===== src/rtl/axioma_pkg.sv =====
// Shared definitions for the AxiomaCore-328 decode path: ALU opcodes, branch
// conditions, opcode mask/value pairs, FSM states and the decoded bundle type.
package axioma_pkg;

    localparam logic [4:0] ALU_ADD  = 5'h00;
    localparam logic [4:0] ALU_ADC  = 5'h01;
    localparam logic [4:0] ALU_SUB  = 5'h02;
    localparam logic [4:0] ALU_AND  = 5'h04;
    localparam logic [4:0] ALU_OR   = 5'h05;
    localparam logic [4:0] ALU_EOR  = 5'h06;
    localparam logic [4:0] ALU_CP   = 5'h11;
    localparam logic [4:0] ALU_PASS = 5'h1F;

    localparam logic [2:0] BR_NONE = 3'd0;
    localparam logic [2:0] BR_EQ   = 3'd1;
    localparam logic [2:0] BR_NE   = 3'd2;

    localparam logic [15:0] MASK_RR  = 16'hFC00;
    localparam logic [15:0] MASK_IMM = 16'hF000;
    localparam logic [15:0] MASK_BR  = 16'hFC07;
    localparam logic [15:0] MASK_JMP = 16'hFE0E;
    localparam logic [15:0] MASK_MEM = 16'hFE0F;

    localparam logic [15:0] OP_NOP  = 16'h0000;
    localparam logic [15:0] OP_ADD  = 16'h0C00;
    localparam logic [15:0] OP_ADC  = 16'h1C00;
    localparam logic [15:0] OP_SUB  = 16'h1800;
    localparam logic [15:0] OP_AND  = 16'h2000;
    localparam logic [15:0] OP_EOR  = 16'h2400;
    localparam logic [15:0] OP_OR   = 16'h2800;
    localparam logic [15:0] OP_MOV  = 16'h2C00;
    localparam logic [15:0] OP_LDI  = 16'hE000;
    localparam logic [15:0] OP_CPI  = 16'h3000;
    localparam logic [15:0] OP_RJMP = 16'hC000;
    localparam logic [15:0] OP_BREQ = 16'hF001;
    localparam logic [15:0] OP_BRNE = 16'hF401;
    localparam logic [15:0] OP_JMP  = 16'h940C;
    localparam logic [15:0] OP_CALL = 16'h940E;
    localparam logic [15:0] OP_LDS  = 16'h9000;
    localparam logic [15:0] OP_STS  = 16'h9200;

    typedef enum logic {
        ST_IDLE,
        ST_WAIT_K2
    } state_t;

    typedef struct packed {
        logic [4:0]  rs1_addr;
        logic [4:0]  rs2_addr;
        logic [4:0]  rd_addr;
        logic        rd_write_en;
        logic [4:0]  alu_op;
        logic        alu_use_imm;
        logic [7:0]  immediate;
        logic        mem_read;
        logic        mem_write;
        logic [15:0] mem_addr;
        logic        branch_en;
        logic [2:0]  branch_cond;
        logic [11:0] branch_offset;
        logic        jump_en;
        logic        jump_rel;
        logic        is_call;
        logic [21:0] jump_addr;
        logic        word_count;
        logic        unsupported;
    } decode_t;

    function automatic decode_t idle_bundle();
        decode_t b;
        b        = '0;
        b.alu_op = ALU_PASS;
        return b;
    endfunction

    function automatic logic is_two_word(input logic [15:0] w);
        return ((w & MASK_JMP) == OP_JMP) || ((w & MASK_JMP) == OP_CALL) ||
               ((w & MASK_MEM) == OP_LDS) || ((w & MASK_MEM) == OP_STS);
    endfunction

endpackage


===== src/rtl/axioma_decode_comb.sv =====
// Pure combinational decode of an AVR instruction; word2 is only meaningful
// for the two-word forms (JMP, CALL, LDS, STS).
module axioma_decode_comb
    import axioma_pkg::*;
#(
    parameter bit ENABLE_32BIT = 1'b1
) (
    input  logic [15:0] word1,
    input  logic [15:0] word2,
    output decode_t     dec
);

    logic       rr_hit;
    logic [4:0] rr_op;

    always_comb begin
        dec    = idle_bundle();
        rr_hit = 1'b1;
        rr_op  = ALU_ADD;
        case (word1 & MASK_RR)
            OP_ADD:  rr_op = ALU_ADD;
            OP_ADC:  rr_op = ALU_ADC;
            OP_SUB:  rr_op = ALU_SUB;
            OP_AND:  rr_op = ALU_AND;
            OP_EOR:  rr_op = ALU_EOR;
            OP_OR:   rr_op = ALU_OR;
            default: rr_hit = 1'b0;
        endcase

        if (word1 == OP_NOP) begin
            dec = idle_bundle();
        end else if (rr_hit) begin
            dec.rd_addr     = word1[8:4];
            dec.rs1_addr    = word1[8:4];
            dec.rs2_addr    = {word1[9], word1[3:0]};
            dec.rd_write_en = 1'b1;
            dec.alu_op      = rr_op;
        end else if ((word1 & MASK_RR) == OP_MOV) begin
            dec.rd_addr     = word1[8:4];
            dec.rs1_addr    = {word1[9], word1[3:0]};
            dec.rd_write_en = 1'b1;
        end else if ((word1 & MASK_IMM) == OP_LDI) begin
            dec.rd_addr     = {1'b1, word1[7:4]};
            dec.immediate   = {word1[11:8], word1[3:0]};
            dec.alu_use_imm = 1'b1;
            dec.rd_write_en = 1'b1;
        end else if ((word1 & MASK_IMM) == OP_CPI) begin
            dec.rs1_addr    = {1'b1, word1[7:4]};
            dec.immediate   = {word1[11:8], word1[3:0]};
            dec.alu_use_imm = 1'b1;
            dec.alu_op      = ALU_CP;
        end else if ((word1 & MASK_IMM) == OP_RJMP) begin
            dec.jump_en   = 1'b1;
            dec.jump_rel  = 1'b1;
            dec.jump_addr = {{10{word1[11]}}, word1[11:0]};
        end else if ((word1 & MASK_BR) == OP_BREQ || (word1 & MASK_BR) == OP_BRNE) begin
            dec.branch_en     = 1'b1;
            dec.branch_cond   = ((word1 & MASK_BR) == OP_BREQ) ? BR_EQ : BR_NE;
            dec.branch_offset = {{5{word1[9]}}, word1[9:3]};
        end else if (ENABLE_32BIT && ((word1 & MASK_JMP) == OP_JMP || (word1 & MASK_JMP) == OP_CALL)) begin
            dec.jump_en    = 1'b1;
            dec.is_call    = ((word1 & MASK_JMP) == OP_CALL);
            dec.jump_addr  = {word1[8:4], word1[0], word2};
            dec.word_count = 1'b1;
        end else if (ENABLE_32BIT && (word1 & MASK_MEM) == OP_LDS) begin
            dec.rd_addr     = word1[8:4];
            dec.rd_write_en = 1'b1;
            dec.mem_read    = 1'b1;
            dec.mem_addr    = word2;
            dec.word_count  = 1'b1;
        end else if (ENABLE_32BIT && (word1 & MASK_MEM) == OP_STS) begin
            dec.rs1_addr   = word1[8:4];
            dec.mem_write  = 1'b1;
            dec.mem_addr   = word2;
            dec.word_count = 1'b1;
        end else begin
            dec.unsupported = 1'b1;
        end
    end

endmodule


===== src/rtl/axioma_decode_stage.sv =====
// Registered valid/ready decode stage: assembles two-word instructions and
// holds one decoded bundle until the execute stage takes it.
module axioma_decode_stage
    import axioma_pkg::*;
#(
    parameter int PC_W         = 14,
    parameter bit ENABLE_32BIT = 1'b1
) (
    input  logic            clk,
    input  logic            reset_n,
    input  logic            flush,
    input  logic [15:0]     in_instr,
    input  logic [PC_W-1:0] in_pc,
    input  logic            in_valid,
    output logic            in_ready,
    output logic            out_valid,
    input  logic            out_ready,
    output logic [PC_W-1:0] out_pc,
    output logic [4:0]      rs1_addr,
    output logic [4:0]      rs2_addr,
    output logic [4:0]      rd_addr,
    output logic            rd_write_en,
    output logic [4:0]      alu_op,
    output logic            alu_use_imm,
    output logic [7:0]      immediate,
    output logic            mem_read,
    output logic            mem_write,
    output logic [15:0]     mem_addr,
    output logic            branch_en,
    output logic [2:0]      branch_cond,
    output logic [11:0]     branch_offset,
    output logic            jump_en,
    output logic            jump_rel,
    output logic            is_call,
    output logic [21:0]     jump_addr,
    output logic            word_count,
    output logic            unsupported
);

    state_t          state_q, state_d;
    logic [15:0]     word1_q, word1_d;
    logic [PC_W-1:0] pc1_q, pc1_d;
    logic [PC_W-1:0] out_pc_q, out_pc_d;
    logic            out_valid_q, out_valid_d;
    decode_t         bundle_q, bundle_d;
    decode_t         dec;
    logic [15:0]     dec_w1, dec_w2;
    logic            accept;

    assign in_ready = reset_n && (!out_valid_q || out_ready);
    assign accept   = in_valid && in_ready;
    assign dec_w1   = (state_q == ST_WAIT_K2) ? word1_q : in_instr;
    assign dec_w2   = (state_q == ST_WAIT_K2) ? in_instr : 16'h0000;

    axioma_decode_comb #(
        .ENABLE_32BIT(ENABLE_32BIT)
    ) u_decode_comb (
        .word1(dec_w1),
        .word2(dec_w2),
        .dec  (dec)
    );

    // Flush wins over everything; a consumed bundle can be replaced in the same cycle.
    always_comb begin
        state_d     = state_q;
        word1_d     = word1_q;
        pc1_d       = pc1_q;
        out_pc_d    = out_pc_q;
        bundle_d    = bundle_q;
        out_valid_d = out_valid_q && !out_ready;
        if (flush) begin
            state_d     = ST_IDLE;
            out_valid_d = 1'b0;
        end else if (accept) begin
            if (ENABLE_32BIT && state_q == ST_IDLE && is_two_word(in_instr)) begin
                state_d = ST_WAIT_K2;
                word1_d = in_instr;
                pc1_d   = in_pc;
            end else begin
                state_d     = ST_IDLE;
                bundle_d    = dec;
                out_pc_d    = (state_q == ST_WAIT_K2) ? pc1_q : in_pc;
                out_valid_d = 1'b1;
            end
        end
    end

    always_ff @(posedge clk or negedge reset_n) begin
        if (!reset_n) begin
            state_q     <= ST_IDLE;
            word1_q     <= '0;
            pc1_q       <= '0;
            out_pc_q    <= '0;
            out_valid_q <= 1'b0;
            bundle_q    <= idle_bundle();
        end else begin
            state_q     <= state_d;
            word1_q     <= word1_d;
            pc1_q       <= pc1_d;
            out_pc_q    <= out_pc_d;
            out_valid_q <= out_valid_d;
            bundle_q    <= bundle_d;
        end
    end

    assign out_valid     = out_valid_q;
    assign out_pc        = out_pc_q;
    assign rs1_addr      = bundle_q.rs1_addr;
    assign rs2_addr      = bundle_q.rs2_addr;
    assign rd_addr       = bundle_q.rd_addr;
    assign rd_write_en   = bundle_q.rd_write_en;
    assign alu_op        = bundle_q.alu_op;
    assign alu_use_imm   = bundle_q.alu_use_imm;
    assign immediate     = bundle_q.immediate;
    assign mem_read      = bundle_q.mem_read;
    assign mem_write     = bundle_q.mem_write;
    assign mem_addr      = bundle_q.mem_addr;
    assign branch_en     = bundle_q.branch_en;
    assign branch_cond   = bundle_q.branch_cond;
    assign branch_offset = bundle_q.branch_offset;
    assign jump_en       = bundle_q.jump_en;
    assign jump_rel      = bundle_q.jump_rel;
    assign is_call       = bundle_q.is_call;
    assign jump_addr     = bundle_q.jump_addr;
    assign word_count    = bundle_q.word_count;
    assign unsupported   = bundle_q.unsupported;

endmodule


===== config.mk =====
export PLATFORM = sky130hd
export DESIGN_NAME = axioma_decode_stage
export DESIGN_NICKNAME = d
export VERILOG_FILES = /design/src/rtl/axioma_pkg.sv /design/src/rtl/axioma_decode_comb.sv /design/src/rtl/axioma_decode_stage.sv
export SDC_FILE = /design/constraint.sdc
export NUM_CORES = 1
export LEC_CHECK = 0
export ABC_AREA = 1
export BUFFER_PORTS_ARGS = -buffer_cell sky130_fd_sc_hd__buf_4
export CAP_MARGIN = 40
export CORE_AREA = 5 5 113 115
export DETAILED_ROUTE_END_ITERATION = 10
export DIE_AREA = 0 0 118 120
export PLACE_DENSITY = 0.81
export SLEW_MARGIN = 20
export SYNTH_ARGS = -nofsm -noshare
export SYNTH_HDL_FRONTEND = slang
export SYNTH_SLANG_ARGS = --single-unit

===== constraint.sdc =====
create_clock -name clk -period 2.6 [get_ports clk]
set_input_delay 0.78 -clock clk [delete_from_list [all_inputs] [get_ports clk]]
set_output_delay 0.78 -clock clk [all_outputs]
set_load 0.01 [all_outputs]

## Word level (Yosys, flattened, before mapping)

Index checks and enable logic that the tools add are counted.

| cells by class | value |
|---|---|
| equal/unequal tests | 20 |
| reduce and logical (&&, ||, !) cells | 17 |
| muxes and demuxes | 61 |
| bitwise logic cells | 3 |

Operators by type and width:

| operator | count |
|---|---|
| $mux W61 | 2 |
| $mux W91 | 1 |
| $mux W75 | 1 |
| $mux W70 | 1 |
| $mux W16 | 4 |
| $mux W5 | 11 |
| $eq A11 B11 Y1 const B | 4 |
| $mux W6 | 7 |
| $eq A10 B10 Y1 const B | 4 |
| $mux W18 | 2 |
| $mux W34 | 1 |
| $mux W25 | 1 |
| $eq A6 B4 Y1 const B | 4 |
| $mux W23 | 1 |
| $mux W22 | 1 |
| $mux W1 | 20 |
| $eq A9 B9 Y1 const B | 2 |
| $mux W17 | 1 |
| $logic_not A16 Y1 | 1 |
| $pmux W3 S5 | 1 |
| $mux W14 | 1 |
| $mux W13 | 1 |
| $eq A6 B3 Y1 const B | 2 |
| $mux W11 | 1 |
| other kinds (12) | 26 |

| word-level totals | value |
|---|---|
| input port bits | 35 |
| logic and storage cells | 125 |
| bits in registers | 137 |

## Logic depth before layout (Yosys ltp)

| depth | value |
|---|---|
| depth after elaboration | 12 |
| mapped depth | 14 |

## Modules after synthesis

A second synthesis with hierarchy kept.

| unflattened totals | value |
|---|---|
| cells, all modules | 975 |
| area, all modules | 7,267.0 µm² |

By module, submodules not included:

| module | sequential area each (µm²) | area an instance (µm²) | cells an instance | times used |
|---|---|---|---|---|
| axioma_decode_stage | 3,434.5 | 5,988.2 | 734 | 1 |
| axioma_decode_comb | 0.0 | 1,278.7 | 241 | 1 |

## Least setup slack after synthesis

No wires, ideal clock.

| timing | value |
|---|---|
| kind | input to register |
| start point | input port reset_n |
| end point | register bundle_q, in the netlist branch_en |
| stages on the path | 11 |
| library setup time | 0.135 ns |
| path buffers | 2 |
| arrival time | 1.959 ns |
| path slack | 0.506 ns |
| data required time | 2.465 ns |
| path through | inv_1 > nor2_2 > nand2_1 > nor2_2 > inv_1 > nor2_2 > inv_2 > buf_2 > buf_2 > nand2_1 > o21ai_0 |

| between the ends | value |
|---|---|
| word-level cells in the longest chain between the ends | 3 |

Ends and longest elaborated chain:

| what | RTL line | RTL |
|---|---|---|
| start: declaration | axioma_decode_stage.sv:10 | `input logic reset_n,` |
| $logic_and A1 B1 Y1 | axioma_decode_stage.sv:50 | `assign in_ready = reset_n && (!out_valid_q \|\| out_ready);` |
| named net in_ready | axioma_decode_stage.sv:15 | `output logic in_ready,` |
| $logic_and A1 B1 Y1 | axioma_decode_stage.sv:51 | `assign accept = in_valid && in_ready;` |
| $reduce_and A3 Y1 (no source line) | - |  |
| end signal: assignment | axioma_decode_stage.sv:95 | `bundle_q <= idle_bundle();` |
| end signal: assignment | axioma_decode_stage.sv:102 | `bundle_q <= bundle_d;` |
| end: declaration | axioma_decode_stage.sv:45 | `decode_t bundle_q, bundle_d;` |

The timed path passes the listed nets, and every way through them passes these cells.
A chain may end at the register's enable or synchronous reset.

## Worst setup path after layout

| timing | value |
|---|---|
| start point | register state_q |
| end point | register bundle_q, in the netlist jump_addr[5] |

| between the ends | value |
|---|---|
| word-level cells in the longest chain between the ends | 11 |
| elaborated cells between the ends (all ways) | 33 |

Ends and longest elaborated chain:

| what | RTL line | RTL |
|---|---|---|
| start: declaration | axioma_decode_stage.sv:40 | `state_t state_q, state_d;` |
| start signal: assignment | axioma_decode_stage.sv:97 | `state_q <= state_d;` |
| $mux W16 | axioma_decode_stage.sv:52 | `assign dec_w1 = (state_q == ST_WAIT_K2) ? word1_q : in_instr;` |
| $eq A10 B10 Y1 | axioma_decode_comb.sv:60 | `end else if (ENABLE_32BIT && ((word1 & MASK_JMP) == OP_JMP \|\| (word1 & MASK_JMP) == OP_CALL)) begin` |
| $logic_or A1 B1 Y1 | axioma_decode_comb.sv:60 |  |
| $mux W23 | axioma_decode_comb.sv:60 |  |
| $mux W25 | axioma_decode_comb.sv:56 | `end else if ((word1 & MASK_BR) == OP_BREQ \|\| (word1 & MASK_BR) == OP_BRNE) begin` |
| $mux W22 | axioma_decode_comb.sv:52 | `end else if ((word1 & MASK_IMM) == OP_RJMP) begin` |
| $mux W61 | axioma_decode_comb.sv:47 | `end else if ((word1 & MASK_IMM) == OP_CPI) begin` |
| $mux W61 | axioma_decode_comb.sv:42 | `end else if ((word1 & MASK_IMM) == OP_LDI) begin` |
| $mux W75 | axioma_decode_comb.sv:38 | `end else if ((word1 & MASK_RR) == OP_MOV) begin` |
| $mux W70 | axioma_decode_comb.sv:32 | `end else if (rr_hit) begin` |
| $mux W91 | axioma_decode_comb.sv:30 | `if (word1 == OP_NOP) begin` |

Parallel ways exist; a longest one is shown, timed or not.

==> results.sh <==
export IMPL_grt_setup_unrepaired="no"
export IMPL_cts_htree_levels=4
export IMPL_gp_congestion=0.928
export IMPL_reg2reg_depth=10
export IMPL_fillers=966
export IMPL_synth_async_sr_flop_share_pct=100
export IMPL_postCtsSetupBuffers=0
export IMPL_antenna_found_initial=0
export IMPL_worst_pin_slew_ns=0.760
export IMPL_cts_resized=0
export IMPL_wl_per_cell_um=15.6
export IMPL_synth_edf_count=0
export IMPL_die_width_um=118
export IMPL_wl_met2_um=8240
export IMPL_p_switching_mw=1.28
export IMPL_drive_gt1_share_pct=24.8
export IMPL_overflow=0
export IMPL_combPwrFrac_pct=12.0
export IMPL_clock_fmax_ghz=0.462
export IMPL_io_pins=142
export IMPL_vias=5968
export IMPL_route_detailed_drc=0
export IMPL_hold_path_class="input pin to async pin"
export IMPL_wl_met1_um=7050
export IMPL_wl_um=17300
export IMPL_power_per_cell_area_nw_per_um2=644
export IMPL_critPathMaxFanout=43
export IMPL_cts_tree="yes"
export IMPL_synthDistinctLibCells=34
export IMPL_fin_area_sq_um=8130
export IMPL_grt_max_degree=132
export IMPL_insertion_delay_ns=0.42
export IMPL_grt_pass1_vias=5867
export IMPL_numClockSinks=131
export IMPL_layout_commonest_cell="nand2_1"
export IMPL_grt_first_pass_wirelength_um=28800
export IMPL_drv_slew=0
export IMPL_required_ns=2.94
export IMPL_num_nets_final=982
export IMPL_power_total_mw=5.24
export IMPL_start_kind="flop"
export IMPL_p_leak_nw=4.34
export IMPL_status="complete, no violations"
export IMPL_syn_area_sq_um=6390
export IMPL_hold_buffers=0
export IMPL_synth_area_per_cell_sq_um=7.84
export IMPL_fin_skew_ns=0.00671
export IMPL_place_area_sq_um=7540
export IMPL_finalSetupTns_ns=0
export IMPL_rr_endpoint="jump_addr[5]$_DFFE_PN0P_"
export IMPL_p_int_mw=3.95
export IMPL_cts_inserted_buffers=17
export IMPL_die_area_sq_um=14200
export IMPL_slew_headroom_pct=49.3
export IMPL_hold_violations=0
export IMPL_period_minus_slack_ns=2.17
export IMPL_clk_path_buf_depth=2
export IMPL_clock_root_buffer="clkbuf_16"
export IMPL_area_growth_pct=27.3
export IMPL_dr_pass1_iters=7
export IMPL_syn_nets=850
export IMPL_hpwl_um=12300
export IMPL_ys_flop_type="dfrtp_1"
export IMPL_layout_common_cells="nand2_1, buf_4, dfrtp_1"
export IMPL_track_usage_pct=25.0
export IMPL_vdd_ir_drop_max_mv=0.604
export IMPL_arrival_ns=2.51
export IMPL_wl_met3_um=1460
export IMPL_port_buffers=140
export IMPL_die_y_um=120
export IMPL_ys_ff_latch=131
export IMPL_pwr_share_seq_pct=42.9
export IMPL_diodes=0
export IMPL_core_sq_um=11700
export IMPL_netSwitchingFraction_pct=24.5
export IMPL_first_iter_violations=625
export IMPL_r2r_start="state_q$_DFFE_PN0P_"
export IMPL_crit_path_end_kind="flop"
export IMPL_highest_layer="met4"
export IMPL_syn_inst=815
export IMPL_worstSetupPathType="flop to flop"
export IMPL_synth_seq_area_share_pct=51.4
export IMPL_detail_route_antenna_nets=0
export IMPL_utilization_pct=69.4
export IMPL_initial_utilization_pct=54.5
export IMPL_floorplan_rows=40
export IMPL_finalSetupViolations=0
export IMPL_vias_per_cell=5.39
export IMPL_p_clk_share_pct=45.1
export IMPL_min_period_over_period_pct=83.3
export IMPL_regToRegSetupSlack_ns=0.43
export IMPL_drv_cap=0
export IMPL_ys_warn_count=0
export IMPL_clkTransAtPathRegs_ns=0.05
## registers in the layout (all words and copies together) (netlist names), 2 cells and up
signal,cells
out_pc,14
jump_addr,22
rs1_addr,5
rd_addr,5
mem_addr,16
branch_offset,7
immediate,8
rs2_addr,5
pc1_q,14
branch_cond,2
word1_q,16
alu_op,5
## worst max-delay path, cell delays in order (launching register included)
cell	delay, ns
dfrtp_2	0.37
buf_4	0.39
nand2_1	0.12
nand2_2	0.19
nand2_1	0.08
nor2_1	0.12
nand3_2	0.18
buf_4	0.22
o21ai_0	0.15
o21ai_0	0.13
o21ai_1	0.13
## power groups by stage
stage / Sequential, mW / Clock (mW) / Combinational [mW]
after detailed placement: 2.28 / 0 / 0.631
after floorplan: 2.32 / 0 / 0.236
after CTS: 2.25 / 2.39 / 0.635
after global placement: 2.28 / 0 / 0.618
after global routing: 2.26 / 2.49 / 0.700
final: 2.25 / 2.36 / 0.628
## routing by layer
metal | vias to the layer above | track usage [%]
li1 | 2842 | -
met1 | 2784 | 32.1
met2 | 297 | 40.0
met3 | 45 | 6.60
met4 | 0 | 10.8
met5 | - | 0
## cell usage after synthesis (2+ instances only)
master	instances	area (sq um)
buf_6	6	67.6
nor3_1	4	20.0
nor2_4	3	33.8
a31oi_1	15	93.8
a21oi_1	12	60.1
nand3_1	31	155
nand2_2	10	62.6
buf_2	19	95.1
dfstp_2	5	131
nand4_1	7	43.8
nor2_2	6	37.5
o21ai_0	44	220
buf_4	6	45.0
dfrtp_1	126	3150
inv_1	36	135
nand3_2	3	30.0
nand3_4	2	35.0
nand2_4	3	33.8
a21oi_2	9	78.8
nor2_1	62	233
o31ai_1	4	30.0
o21ai_2	2	17.5
nand2_1	355	1330
o21ai_1	21	105
inv_2	4	15.0
clkbuf_1	12	45.0
## kinds of logic (layout without fill, tap and decap cells)
family                 count (synthesis)  after routing  share of synthesized area (%)
other                                  1              1                         0.0587
buffers and inverters                 86            231                           6.78
AOI/OAI and AO/OA                    109            109                           9.74
DFF                                  131            131                           51.4
and+or+nand+nor                      488            488                           32.0
## cell type report
| cell class | count | area [sq um] | share of cell area (%) |
|---|---|---|---|
| sequential | 131 | 3290 | 40.4 |
| multi-input combinational | 598 | 2670 | 32.9 |
| timing repair buffer | 158 | 1240 | 15.2 |
| clock buffer | 24 | 492 | 6.05 |
| tap | 147 | 184 | 2.26 |
| inverter | 41 | 156 | 1.92 |
| clock inverter | 8 | 100 | 1.23 |
## how the worst max path moves through the flow
stage | slack [ns] | to | from
CTS | 0.46 | jump_addr[5]$_DFFE_PN0P_ | state_q$_DFFE_PN0P_
finish | 0.43 | jump_addr[5]$_DFFE_PN0P_ | state_q$_DFFE_PN0P_
global placement | 0.34 | alu_op[2]$_DFFE_PN1P_ | in_instr[14]
global route | 0.19 | jump_addr[7]$_DFFE_PN0P_ | state_q$_DFFE_PN0P_
floorplan | 0.51 | branch_en$_DFFE_PN0P_ | reset_n
detailed placement | 0.29 | word1_q[9]$_DFFE_PN0P_ | out_ready
## stage by stage
| step | hold WS (ns) | setup slack, ns | instances |
|---|---|---|---|
| finish | 0.463 | 0.434 | 1107 |
| global placement | 0.453 | 0.342 | 1075 |
| detailed placement | 0.458 | 0.288 | 1075 |
| global route | 0.488 | 0.193 | 1107 |
| floorplan | 0.442 | 0.506 | 815 |
| CTS | 0.472 | 0.463 | 1107 |
Power figures use the tool's default switching activity.
